**config.mk**
```make
export PLATFORM = sky130hd
export DESIGN_NAME = io_cond_ring
export DESIGN_NICKNAME = d
export VERILOG_FILES = /design/src/rtl/io_cond_pkg.sv /design/src/rtl/io_cond_chan.sv /design/src/rtl/io_cond_ring.sv
export SDC_FILE = /design/constraint.sdc
export NUM_CORES = 1
export LEC_CHECK = 0
export BUFFER_PORTS_ARGS = -buffer_cell sky130_fd_sc_hd__buf_2
export CELL_PAD_IN_SITES_DETAIL_PLACEMENT = 0
export CELL_PAD_IN_SITES_GLOBAL_PLACEMENT = 1
export CORE_ASPECT_RATIO = 0.9
export CORE_UTILIZATION = 48
export DETAILED_ROUTE_END_ITERATION = 6
export PLACE_DENSITY_LB_ADDON = 0.25
export SLEW_MARGIN = 20
export SYNTH_ARGS = -nofsm -noshare
export SYNTH_HDL_FRONTEND = slang
export SYNTH_SLANG_ARGS = --single-unit
```
**constraint.sdc**
```tcl
create_clock -name inClock -period 1.92 [get_ports inClock]
set_input_delay 0.096 -clock inClock [delete_from_list [all_inputs] [get_ports inClock]]
set_output_delay 0.096 -clock inClock [all_outputs]
set_load 0.01 [all_outputs]
```
**src/rtl/io_cond_pkg.sv**
```systemverilog
// Shared constants and helpers for the pad-side conditioning ring.
// The legality check runs once per top-level instance while the design is elaborated.
package io_cond_pkg;

    localparam int IO_N_IN        = 24;
    localparam int IO_N_OUT       = 16;
    localparam int IO_SYNC_STAGES = 2;
    localparam int IO_FILT_LEN    = 3;

    // A filter length of 1 still needs a 1-bit counter so that the port widths stay legal.
    function automatic int io_cnt_w(input int len);
        return (len <= 1) ? 1 : $clog2(len);
    endfunction

    function automatic bit io_params_ok(input int n_in, input int n_out,
                                        input int sync_stages, input int filt_len);
        return (n_out >= 1) && (n_in >= n_out) && (sync_stages >= 2) && (filt_len >= 1);
    endfunction

endpackage

```
**src/rtl/io_cond_chan.sv**
```systemverilog
// One input channel: multi-flop synchroniser, persistence filter and registered edge pulses.
module io_cond_chan
    import io_cond_pkg::*;
#(
    parameter int SYNC_STAGES = IO_SYNC_STAGES,
    parameter int FILT_LEN    = IO_FILT_LEN
) (
    input  logic clk,
    input  logic rst_n,
    input  logic pad,
    input  logic bypass,
    output logic level,
    output logic rise,
    output logic fall
);

    localparam int CW = io_cnt_w(FILT_LEN);
    localparam logic [CW-1:0] CNT_LAST = CW'(FILT_LEN - 1);

    logic [SYNC_STAGES-1:0] sync_p;
    logic [CW-1:0]          cnt;
    logic [CW-1:0]          cnt_next;
    logic                   level_next;
    logic                   s;

    assign s = sync_p[SYNC_STAGES-1];

    always_comb begin
        cnt_next   = '0;
        level_next = level;
        if (bypass) begin
            level_next = s;
        end else if (s == level) begin
            cnt_next = '0;
        end else if (cnt == CNT_LAST) begin
            level_next = s;
        end else begin
            cnt_next = cnt + CW'(1);
        end
    end

    // Pulses are registered with the level so they line up with the new value on outCoreIn.
    always_ff @(posedge clk or negedge rst_n) begin
        if (!rst_n) begin
            sync_p <= '0;
            cnt    <= '0;
            level  <= 1'b0;
            rise   <= 1'b0;
            fall   <= 1'b0;
        end else begin
            sync_p <= {sync_p[SYNC_STAGES-2:0], pad};
            cnt    <= cnt_next;
            level  <= level_next;
            rise   <= level_next & ~level;
            fall   <= ~level_next & level;
        end
    end

endmodule

```
**src/rtl/io_cond_ring.sv**
```systemverilog
// Pad conditioning ring: per-channel input conditioning plus the registered output pads
// with a loopback path that lets the board or tester exercise the pads without the core.
module io_cond_ring
    import io_cond_pkg::*;
#(
    parameter int N_IN        = IO_N_IN,
    parameter int N_OUT       = IO_N_OUT,
    parameter int SYNC_STAGES = IO_SYNC_STAGES,
    parameter int FILT_LEN    = IO_FILT_LEN
) (
    input  logic             inClock,
    input  logic             inReset,
    input  logic [N_IN-1:0]  inPadIn,
    input  logic             inFilterBypass,
    input  logic             inLoopback,
    input  logic [N_OUT-1:0] inCoreOut,
    output logic [N_IN-1:0]  outCoreIn,
    output logic [N_IN-1:0]  outCoreRise,
    output logic [N_IN-1:0]  outCoreFall,
    output logic             outChanged,
    output logic [N_OUT-1:0] outPadOut
);

    if (!io_params_ok(N_IN, N_OUT, SYNC_STAGES, FILT_LEN)) begin : g_bad_params
        $error("io_cond_ring: illegal parameter combination");
    end

    for (genvar i = 0; i < N_IN; i++) begin : g_chan
        io_cond_chan #(
            .SYNC_STAGES(SYNC_STAGES),
            .FILT_LEN   (FILT_LEN)
        ) u_chan (
            .clk   (inClock),
            .rst_n (inReset),
            .pad   (inPadIn[i]),
            .bypass(inFilterBypass),
            .level (outCoreIn[i]),
            .rise  (outCoreRise[i]),
            .fall  (outCoreFall[i])
        );
    end

    // Pads are driven straight from flops so a loopback switch cannot glitch them.
    always_ff @(posedge inClock or negedge inReset) begin
        if (!inReset) begin
            outPadOut  <= '0;
            outChanged <= 1'b0;
        end else begin
            outPadOut  <= inLoopback ? outCoreIn[N_OUT-1:0] : inCoreOut;
            outChanged <= |{outCoreRise, outCoreFall};
        end
    end

endmodule

```
==> run_results.csv <==
group,metric,value,unit
timing,clock.fmax,0.639,GHz
clock_network,post_cts_resized,0,
critical_path,crit_type,"reg -> reg",
layout,final_cell_area,8390,um2
clock_network,cts_setup_buffers,0,
timing,setup_tns,0,ps
floorplan,io_pins,133,
logic_synthesis,avgSynthCellArea,13.5,um2
clock_network,clk_latency,420,ps
pwr,p_per_area,1100,nW/um2
layout,drive_gt1_frac,0.341,
global_routing,grt_max_degree,57,
global_routing,grt_pass1_wl,18.6,mm
critical_path,crit_arrival,1860,ps
timing,relSlewSlack,0.397,
critical_path,start_kind,"register",
logic_synthesis,synth_top_area_share,0.668,
floorplan,rows,41,
floorplan,die_x,129,um
global_routing,grt_overflow,0,
detailed_routing,wl_per_cell,13.9,um
floorplan,initial_core_util,0.493,
pwr,ir_worst_vdd,0.878,mV
logic_synthesis,async_flop_share,1.00,
clock_network,cts_buffer_depth,2,
place,dpl_cell_area,7310,um2
timing,rsz0062_at_grt,"no",
logic_synthesis,syn-cell-area,6930,um2
detailed_routing,drt-total-wl,11.6,mm
place,portBuffers,132,
logic_synthesis,yosysTopAreaCell,"dfrtp_1",
critical_path,end_kind,"register",
global_routing,track_usage,0.167,
logic_synthesis,synthCells,512,
detailed_routing,drc_errors,0,
logic_synthesis,synth_cell_types,15,
place,place_ws,390,ps
timing,setup_viol,0,
layout,antenna_cells,0,
critical_path,crit_path_max_fanout,2,
critical_path,ff2ff_setup_slack,360,ps
detailed_routing,via_count,3890,
detailed_routing,ant_nets,0,
timing,worst_slack,356,ps
logic_synthesis,ys_ff_latch,185,
layout,n_fill_cell,1166,
layout,final_cells,835,
critical_path,worst_ep_required_time,2210,ps
logic_synthesis,synth_most_common_cell,"dfrtp_1",
timing,fin_worst_skew,8.89,ps
logic_synthesis,synth_edf_count,0,
timing,hold_violations,0,
outcome,status,"completed",
detailed_routing,first_pass_iters,4,
global_routing,antenna_found_initial,0,
logic_synthesis,synth_nets,556,
detailed_routing,routed_via_density,4.66,
floorplan,core_area,14100,um2
detailed_routing,drt_iter0_drc,193,
clock_network,cts_tree,"done",
clock_network,htreeDepth,4,
logic_synthesis,yosysSeqAreaShare,0.668,
timing,worstMarginPinSlew,905,ps
logic_synthesis,yosys_warnings,0,
clock_network,clk_pin_slew,70,ps
place,routabilityCongestion,0.765,
layout,syn_to_final_growth,21.2,%
worst_hold_path,hp-class,"in -> async",
logic_synthesis,synthTopCellsByArea,"dfrtp_1 (67%), buf_4 (7.8%), mux2_2 (6.5%), nor3b_1 (5.2%), xnor2_1 (3.0%)",
global_routing,first_global_vias,3892,
layout,fin_nets,673,
run,cap_violations,0,
clock_network,root_buffer,"clkbuf_16",
critical_path,reg2reg_depth,3,
timing,finalCriticalPeriod,1560,ps
place,dpl.cell_count,762,
timing,finalMaxSlewViolations,0,
floorplan,dieArea,14900,um2
logic_synthesis,ys_top_cells_by_count,"dfrtp_1 (185), buf_4 (72), nor3b_1 (48), mux2_2 (40), nor2_1 (40)",
clock_network,clkSinkCount,185,
clock_network,numCtsBuffers,17,
timing,fin_crit_sh,0.814,
pwr,p_leak,3.97,nW
logic_synthesis,ys.flop_type,"dfrtp_1",
place,dp_hpwl,7.63,mm
floorplan,die_h,116,um
logic make-up (layout without fill, tap and decap cells):
kind of cell,Yosys count,count (layout),synth area share
DFF,185,185,0.668
and+or+nand+nor,136,136,0.120
buffers and inverters,103,233,0.0988
muxes,40,40,0.0650
AOI/OAI and AO/OA,24,24,0.0173
xor gates and xnor gates,24,24,0.0304
worst max-delay path: stages, from the launching register on:
cell and delay [ps]:
dfrtp_1 370, nor4_1 470, nand4_1 220, or3_1 380
cells in the final DEF (no fill, tap or decap), types with 2 or more instances in the layout:
cell,instances
or3_4,4
nor3b_1,48
clkinv_4,2
clkbuf_16,17
nor2_2,8
nor2_1,40
buf_2,131
nand4_1,3
bufinv_16,6
nor4_1,12
inv_1,24
buf_12,3
or3_1,21
mux2_2,40
dfrtp_1,185
clkinv_2,2
xnor2_1,24
dlygate4sd3_1,41
inv_6,2
a21oi_1,24
registers in the layout, indices dropped and copies added (netlist names):
register	count
g_chan.u_chan.cnt	48
outPadOut	16
g_chan.u_chan.fall	24
g_chan.u_chan.sync_p	48
outChanged	1
g_chan.u_chan.rise	24
g_chan.u_chan.level	24
path summary, 6_finish.rpt:
| path | end | startpoint |
|---|---|---|
| min reg2reg | g_chan[19].u_chan.sync_p[1] | g_chan[19].u_chan.sync_p[0] |
| max in group asynchronous | g_chan[21].u_chan.level | inReset |
| min | outPadOut[0] | inReset |
| max reg2reg | outChanged | g_chan[6].u_chan.rise |
| min in group inClock | outPadOut[4] | inLoopback |
| max | outChanged | g_chan[6].u_chan.rise |
metal layers:
| metal | up-vias | global-route usage | routed length, um |
|---|---|---|---|
| met5 | - | 0 | 0 |
| met4 | 0 | 0.0565 | 46 |
| met3 | 2 | 0.0540 | 493 |
| met2 | 80 | 0.276 | 5840 |
| met1 | 1940 | 0.210 | 5250 |
| li1 | 1868 | - | - |
layout make-up:
class,instances,area (um2),area share
flip-flops and latches,185,4630,0.552
clock buffers,18,429,0.0511
clock inverters,14,244,0.0291
well taps,193,241,0.0288
multi-input cells,224,1610,0.192
inverters,24,90.1,0.0107
repair buffers,177,1140,0.136
power breakdown:
part	internal [mW]	switching (mW)	total [mW]
Combinational	0.483	0.467	0.950
Sequential	4.20	0.219	4.42
Clock	2.46	1.45	3.91
Total	7.14	2.13	9.27
through the flow:
stage                      util  hold slack (ps)  power [mW]
after floorplan               -             -200        5.13
after global placement    0.520             74.3        5.35
after detailed placement  0.520             85.1        5.39
after CTS                 0.597              196        9.40
after global routing      0.597              243        9.68
final                     0.597              183        9.27
repair_timing:
item / 4_1_cts / 5_1_grt
hold buffers: 41 / 0
hold endpoints to repair: 89 / 0
setup endpoints to repair: 0 / 0
Note: power is estimated with default switching activity, not from simulation.
